## src/rtl/cell_pos_arbiter.sv

```systemverilog
// cell_pos_arbiter
// Shares one single-port cell position RAM between a full-cell read sweep
// (force evaluation) and single-word write-back (motion update).
// RAM layout: address 0 = particle count, 1..count = {posz, posy, posx}.
// RAM read latency is 2 cycles.
//
// Ports
//   clk, rst_n        clock (rising edge), async active-low reset
//   rd_req            level request for a sweep, held until rd_busy rises
//   rd_busy           sweep in progress (CNT_RD..DONE)
//   rd_valid/rd_data/rd_index/rd_last   streamed particles, address order
//   rd_done           one-cycle end-of-sweep pulse
//   cell_count        clamped count latched by the current/last sweep
//   count_err         sticky: stored count exceeded PARTICLE_NUM-1
//   wr_valid/wr_ready/wr_addr/wr_data   write-back handshake
//   mem_*             RAM address/data/rden/wren and read data mem_q
//
// Build option
//   CELL_ARB_WR_PRIO_EN : writes win in IDLE; a held rd_req waits for a
//                         cycle with wr_valid low. Default is read priority.
module cell_pos_arbiter #(
    parameter int DATA_WIDTH   = 96,
    parameter int ADDR_WIDTH   = 8,
    parameter int PARTICLE_NUM = 220
) (
    input  logic                  clk,
    input  logic                  rst_n,
    input  logic                  rd_req,
    output logic                  rd_busy,
    output logic                  rd_valid,
    output logic [DATA_WIDTH-1:0] rd_data,
    output logic [ADDR_WIDTH-1:0] rd_index,
    output logic                  rd_last,
    output logic                  rd_done,
    output logic [ADDR_WIDTH-1:0] cell_count,
    output logic                  count_err,
    input  logic                  wr_valid,
    output logic                  wr_ready,
    input  logic [ADDR_WIDTH-1:0] wr_addr,
    input  logic [DATA_WIDTH-1:0] wr_data,
    output logic [ADDR_WIDTH-1:0] mem_address,
    output logic [DATA_WIDTH-1:0] mem_data,
    output logic                  mem_rden,
    output logic                  mem_wren,
    input  logic [DATA_WIDTH-1:0] mem_q
);

    localparam logic [ADDR_WIDTH-1:0] MAX_IDX = ADDR_WIDTH'(PARTICLE_NUM - 1);

    typedef enum logic [2:0] {IDLE, CNT_RD, CNT_WAIT, STREAM, DRAIN, DONE} state_t;

    state_t                            state_q, state_d;
    logic                              wait_q, wait_d;
    logic [ADDR_WIDTH-1:0]             addr_q, addr_d;
    logic [ADDR_WIDTH-1:0]             cell_count_q, cell_count_d;
    logic                              count_err_q, count_err_d;
    logic                              wr_pend_q, wr_pend_d;
    logic [ADDR_WIDTH-1:0]             wr_addr_q, wr_addr_d;
    logic [DATA_WIDTH-1:0]             wr_data_q, wr_data_d;
    // Read tag pipeline: index 0 = one cycle after issue, 1 = aligned with mem_q.
    logic [1:0]                        tag_vld_q, tag_vld_d;
    logic [1:0]                        tag_last_q, tag_last_d;
    logic [1:0][ADDR_WIDTH-1:0]        tag_idx_q, tag_idx_d;
    logic                              tag_in_vld, tag_in_last;
    logic [ADDR_WIDTH-1:0]             tag_in_idx;

    always_comb begin
        state_d      = state_q;
        wait_d       = wait_q;
        addr_d       = addr_q;
        cell_count_d = cell_count_q;
        count_err_d  = count_err_q;
        wr_pend_d    = 1'b0;
        wr_addr_d    = wr_addr_q;
        wr_data_d    = wr_data_q;
        tag_in_vld   = 1'b0;
        tag_in_last  = 1'b0;
        tag_in_idx   = '0;
        wr_ready     = 1'b0;
        mem_rden     = 1'b0;
        mem_wren     = 1'b0;
        mem_address  = '0;
        mem_data     = '0;

        // An accepted write always lands in the IDLE cycle after its handshake,
        // so it never collides with a read issue.
        if (wr_pend_q) begin
            mem_wren    = 1'b1;
            mem_address = wr_addr_q;
            mem_data    = wr_data_q;
        end

        case (state_q)
            IDLE: begin
                // rst_n gating keeps wr_ready low while reset is asserted.
`ifdef CELL_ARB_WR_PRIO_EN
                wr_ready = rst_n;
`else
                wr_ready = rst_n & ~rd_req;
`endif
                if (wr_valid && wr_ready) begin
                    wr_pend_d = 1'b1;
                    wr_addr_d = wr_addr;
                    wr_data_d = wr_data;
                end else if (rd_req) begin
                    state_d     = CNT_RD;
                    count_err_d = 1'b0;
                end
            end
            CNT_RD: begin
                mem_rden = 1'b1;
                wait_d   = 1'b0;
                state_d  = CNT_WAIT;
            end
            CNT_WAIT: begin
                if (!wait_q) begin
                    wait_d = 1'b1;
                end else begin
                    if (mem_q[ADDR_WIDTH-1:0] > MAX_IDX) begin
                        cell_count_d = MAX_IDX;
                        count_err_d  = 1'b1;
                    end else begin
                        cell_count_d = mem_q[ADDR_WIDTH-1:0];
                    end
                    addr_d  = ADDR_WIDTH'(1);
                    state_d = (mem_q[ADDR_WIDTH-1:0] == '0) ? DONE : STREAM;
                end
            end
            STREAM: begin
                mem_rden    = 1'b1;
                mem_address = addr_q;
                tag_in_vld  = 1'b1;
                tag_in_idx  = addr_q;
                tag_in_last = (addr_q == cell_count_q);
                if (tag_in_last) state_d = DRAIN;
                else             addr_d  = addr_q + 1'b1;
            end
            DRAIN: begin
                // Once stage 0 is empty the last tag is in its output cycle,
                // so DONE follows the last rd_valid directly.
                if (!tag_vld_q[0]) state_d = DONE;
            end
            DONE:    state_d = IDLE;
            default: state_d = IDLE;
        endcase

        tag_vld_d  = {tag_vld_q[0], tag_in_vld};
        tag_last_d = {tag_last_q[0], tag_in_last};
        tag_idx_d  = {tag_idx_q[0], tag_in_idx};
    end

    always_ff @(posedge clk or negedge rst_n) begin
        if (!rst_n) begin
            state_q      <= IDLE;
            wait_q       <= 1'b0;
            addr_q       <= '0;
            cell_count_q <= '0;
            count_err_q  <= 1'b0;
            wr_pend_q    <= 1'b0;
            wr_addr_q    <= '0;
            wr_data_q    <= '0;
            tag_vld_q    <= '0;
            tag_last_q   <= '0;
            tag_idx_q    <= '0;
        end else begin
            state_q      <= state_d;
            wait_q       <= wait_d;
            addr_q       <= addr_d;
            cell_count_q <= cell_count_d;
            count_err_q  <= count_err_d;
            wr_pend_q    <= wr_pend_d;
            wr_addr_q    <= wr_addr_d;
            wr_data_q    <= wr_data_d;
            tag_vld_q    <= tag_vld_d;
            tag_last_q   <= tag_last_d;
            tag_idx_q    <= tag_idx_d;
        end
    end

    assign rd_busy    = (state_q != IDLE);
    assign rd_done    = (state_q == DONE);
    assign rd_valid   = tag_vld_q[1];
    assign rd_index   = tag_idx_q[1];
    assign rd_last    = tag_last_q[1];
    // Qualified so the bus reads zero outside valid beats (and under reset).
    assign rd_data    = tag_vld_q[1] ? mem_q : '0;
    assign cell_count = cell_count_q;
    assign count_err  = count_err_q;

endmodule

```

## config.mk

```make
export PLATFORM = sky130hd
export DESIGN_NAME = cell_pos_arbiter
export DESIGN_NICKNAME = d
export VERILOG_FILES = /design/src/rtl/cell_pos_arbiter.sv
export SDC_FILE = /design/constraint.sdc
export NUM_CORES = 1
export LEC_CHECK = 0
export ABC_AREA = 1
export CORE_AREA = 2 2 166 168
export CTS_BUF_LIST = sky130_fd_sc_hd__clkbuf_8
export DETAILED_ROUTE_END_ITERATION = 8
export DIE_AREA = 0 0 168 170
export GPL_TIMING_DRIVEN = 0
export SETUP_SLACK_MARGIN = 0.4
export SKIP_CTS_REPAIR_TIMING = 1
export SLEW_MARGIN = 20
export SYNTH_ARGS = -nofsm -noshare
export SYNTH_HDL_FRONTEND = slang
export SYNTH_SLANG_ARGS = --single-unit
```

## constraint.sdc

```tcl
create_clock -name clk -period 2.35 [get_ports clk]
set_clock_uncertainty 0.1 [all_clocks]
set_input_delay 0.705 -clock clk [delete_from_list [all_inputs] [get_ports clk]]
set_output_delay 0.705 -clock clk [all_outputs]
set_load 0.02 [all_outputs]
```

* Word level (Yosys, flattened, before mapping)
Index checks and enable logic that the tools add are counted.
** Storage, ports and cells
- Register bits :: 146
- Input port bits :: 204
- Output and inout bits :: 224
- Logic and storage cells :: 71
** Cells by class
- $add $sub $neg :: 1
- $lt $le $gt $ge :: 1
- Equality and inequality tests :: 13
- Multiplexer cells :: 29
- Bitwise gates (word level) :: 2
- Reductions and logical operators :: 13
** Operator list (number)
- 96-bit two-way mux :: 2
- 8-bit two-way mux :: 6
- 3-bit two-way mux :: 6
- 8-bit one-hot mux with 2 select lines :: 1
- 3-bit one-hot mux with 5 select lines :: 1
- 2-bit inequality test (second input constant) :: 7
- 1-bit two-way mux :: 11
- 5-bit AND reduction :: 2
- 8-bit by 1-bit adder with 8-bit output (second input constant) :: 1
- 8-bit == test :: 1
- 8-bit > comparator (second input constant) :: 1
- 8-bit logical NOT :: 1
- 3-bit by 2-bit == test with 1-bit output (second input constant) :: 2
- 3-bit == test (second input constant) :: 2
- 2-bit nonzero test :: 3
- 1-bit one-hot mux with 2 select lines :: 2
- 2-bit AND reduction :: 2
- 3-bit by 1-bit == test with 1-bit output (second input constant) :: 1
- 3-bit logical NOT :: 1
- 3-bit AND reduction :: 1
- 3-bit nonzero test :: 1
- 2-bit OR reduction :: 1
- 1-bit bitwise AND :: 1
- 1-bit logical AND :: 1
- 1-bit NOT :: 1

* Logic depth before layout (Yosys ltp)
- Depth after elaboration :: 5
- Depth in mapped cells :: 11
- Depth with buffers taken out :: 10

* Worst setup path after synthesis
OpenSTA, ideal clock, no wires.
- Path kind :: register to output
- From :: register tag_vld_q[1]
- To :: output port rd_data[55]
- Data arrival time :: 1.413 ns
- Required time :: 1.545 ns
- Slack :: 0.132 ns
- Stages on the path, launching flop included :: 6
- Path buffers :: 3
- Path through :: dfrtp_1 -> clkbuf_1 -> clkbuf_1 -> buf_1 -> nand2_1 -> inv_1
** Between the ends
- Longest elaborated chain between the ends :: 1
** RTL lines
- start: declaration :: RTL line 61 : logic [1:0] tag_vld_q, tag_vld_d;
- start signal: assignment :: RTL line 174 : tag_vld_q <= tag_vld_d;
- 96-bit two-way mux :: RTL line 186 : assign rd_data = tag_vld_q[1] ? mem_q : '0;
- end: declaration :: RTL line 31 : output logic [DATA_WIDTH-1:0] rd_data,
Every way passes these cells.

* Final worst setup path
- From :: register state_q[2]
- To :: output port mem_address[6]
** Between the ends
- Longest elaborated chain between the ends :: 2
** RTL lines
- start: declaration :: RTL line 52 : state_t state_q, state_d;
- start signal: assignment :: RTL line 166 : state_q <= state_d;
- 3-bit by 2-bit == test with 1-bit output :: RTL line 93 : case (state_q)
- 8-bit two-way mux :: RTL line 93
- end: declaration :: RTL line 41 : output logic [ADDR_WIDTH-1:0] mem_address,
Every way passes these cells.

==> flow_summary.toml <==
[timing]
fin_ws_ps = -263
fmax_ghz = 0.383
post-route-period-util_pct = 111
hold_viol = 0
max_slew.worst_pin.slew_ps = 567
slew_viol_final = 0
maxSlewHeadroom_pct = 62.2
fin_crit_ps = 2610
final-setup-viol-count = 139
rsz0062_at_grt = "true"

[routing]
via_per_inst = 4.21
drt_iter0_drc = 432
wire_per_inst_um = 15.6
first_pass_iters = 5
ant_nets = 0
routed_wl_um = 29800
route.detailed.drc = 0
via_count = 8048

[clock_tree]
cts.sinks = 146
insertion_delay_ps = 460
root_buffer = "clkbuf_8"
cts_buffers = 17
cts.htree.levels = 4
clockBufferDepth = 2
path_clk_slew_ps = 100
cts_tree = "yes"

[global_route]
grt_pass1_vias = 7737
grt_max_degree = 86
grt_first_pass_wirelength_um = 42000
grt_util_all_layers_pct = 19.0
grt-ovfl-total = 0
antenna_found_initial = 0

[synth]
synth_fa_ha_area_share_pct = 0.169
syn-instance-count = 1080
muxShareOfSynthArea_pct = 0
yosys.area_share.simple_pct = 33.1
synth_compound_area_share_pct = 1.89
synth_nets = 1285
synth.distinct_cells = 26
netlist_area_um2 = 7400
yosysSeqAreaShare_pct = 49.3
synth_xor_area_share_pct = 0.710
syn_area_per_cell_um2 = 6.85
synth_top_family_by_area = "simple AND/OR/NAND/NOR gates"
synth-seq-cells = 146
yosys_warnings = 0

[place]
dp_slack_ps = -986
port_buffers = 427
dp_cells = 1849
post-dp-hpwl_um = 21800
place_congestion = 0.806

[floorplan]
dieWidth_um = 168
initial_core_util_pct = 27.8
io_pins = 428
core_um2 = 26700
die_area_um2 = 28600
row_count = 60
die_h_um = 170

[final_layout]
n_antenna_cell = 0
syn2layout_area_growth_pct = 91.0
fin_cells = 1913
final_cell_mix = "nand2_1, clkdlybuf4s50_1, inv_1"
final_common_cell = "nand2_1"
final_nets = 1764
drive_above_1_share_pct = 26.9
postLayoutCoreUtil_pct = 53.1

[power]
vdd_drop_max_uv = 552
swShare_pct = 41.7
combPwrFrac_pct = 46.2
p_int_mw = 7.12
pwr-share-seq_pct = 37.0
p_switching_mw = 5.10
power.density_nw_per_um2 = 864
p_leak_nw = 9.63
finalPower_mw = 12.2
p_clk_share_pct = 16.8

[hold_path]
hp-class = "in -> async"

[job]
cap_viol_max_count = 0

[status]
status = "finished, violations left"
failed_checks = "negative setup slack"

[worst_setup_path]
endpoint_kind = "output pin"
cp.arrival_ps = 1810
crit_type = "reg -> out"
crit_path_start_kind = "register"
crit_required_ps = 1540
cp_max_fo = 7
power groups by stage:
stage | registers, mW | clock network [mW] | logic (mW)
after floorplan | 4.21 | 0 | 2.62
after global placement | 4.24 | 0 | 4.80
after detailed placement | 4.26 | 0 | 4.86
after CTS | 4.22 | 2.12 | 4.89
after global routing | 4.65 | 2.23 | 6.18
final | 4.52 | 2.06 | 5.64
flip-flops by register name, indices dropped and copies added (netlist names):
signal and flops:
count_err 1, addr_q 8, tag_idx_d 8, rd_index 8, tag_vld_q 2, tag_last_q 2
wait_q 1, wr_pend_q 1, wr_data_q 96, wr_addr_q 8, cell_count 8, state_q 3
area by class of cell:
class,count,area [µm²]
Buffer,53,561
Clock buffer,18,248
Clock inverter,14,163
Fill cell,2493,12500
Inverter,219,827
Multi-Input combinational cell,662,3280
Sequential cell,146,3660
Tap cell,341,427
Timing Repair Buffer,460,4980
layer usage:
metal | up-vias | global-route usage (%) | routed length (µm)
met2 | 319 | 34.6 | 15500
met5 | - | 0 | 0
met3 | 22 | 4.70 | 1920
li1 | 4035 | - | -
met1 | 3672 | 22.3 | 11900
met4 | 0 | 4.84 | 421
synthesized netlist by cell type:
cell type	count	area [µm²]
inv_1	217	815
ha_1	1	12.5
nor2_1	28	105
a31o_2	7	61.3
inv_2	1	3.75
or2_4	1	8.76
nand2_1	568	2130
buf_1	8	30.0
nand2_2	1	6.26
a21boi_0	1	7.51
buf_2	16	80.1
xor2_1	3	26.3
nand3_1	27	135
nand2_4	1	11.3
buf_8	1	15.0
inv_4	1	6.26
clkbuf_1	23	86.3
nand4_1	3	18.8
dfrtp_1	146	3650
buf_6	5	56.3
nor3b_1	1	7.51
nor2_4	2	22.5
xnor2_1	3	26.3
nor3_1	1	5.00
o22ai_1	1	6.26
o21ai_0	13	65.1
logic make-up after synthesis:
family	after synthesis
AND/OR/NAND/NOR	633
buffers and inverters	272
flip-flops	146
AO/OA/AOI/OAI	22
XOR/XNOR	6
adder cells (fa/ha/maj)	1
worst paths after layout:
kind	startpoint	to	slack, ps	depth (start not counted)
min in group clk	tag_idx_d[12]	rd_index[4]	250	0
worst max register to register	state_q[2]	cell_count[5]	360	7
worst min register to register	tag_idx_d[12]	rd_index[4]	250	0
worst max-delay path	state_q[2]	mem_address[6]	-260	7
worst min-delay path	rst_n	wr_data_q[41]	4	1
max in group asynchronous	rst_n	wr_data_q[72]	1550	2
worst max-delay path: stages (launching register included):
cell and delay [ps]:
dfrtp_1 380, buf_6 140, inv_4 70, nand3_4 160, buf_12 210, nor2_4 150, a31o_4 120, buf_6 110
stage by stage:
stage | instance area (µm²) | hold WS (ps) | setup TNS, ps
after floorplan | 7470 | 231 | 0
after global placement | 12200 | 234 | -1514100
after detailed placement | 12200 | 235 | -100450
after CTS | 12600 | 53.6 | -153220
after global routing | 14100 | 2.52 | -18280
final | 14100 | 4.47 | -7980
Power figures use the tool's default switching activity.
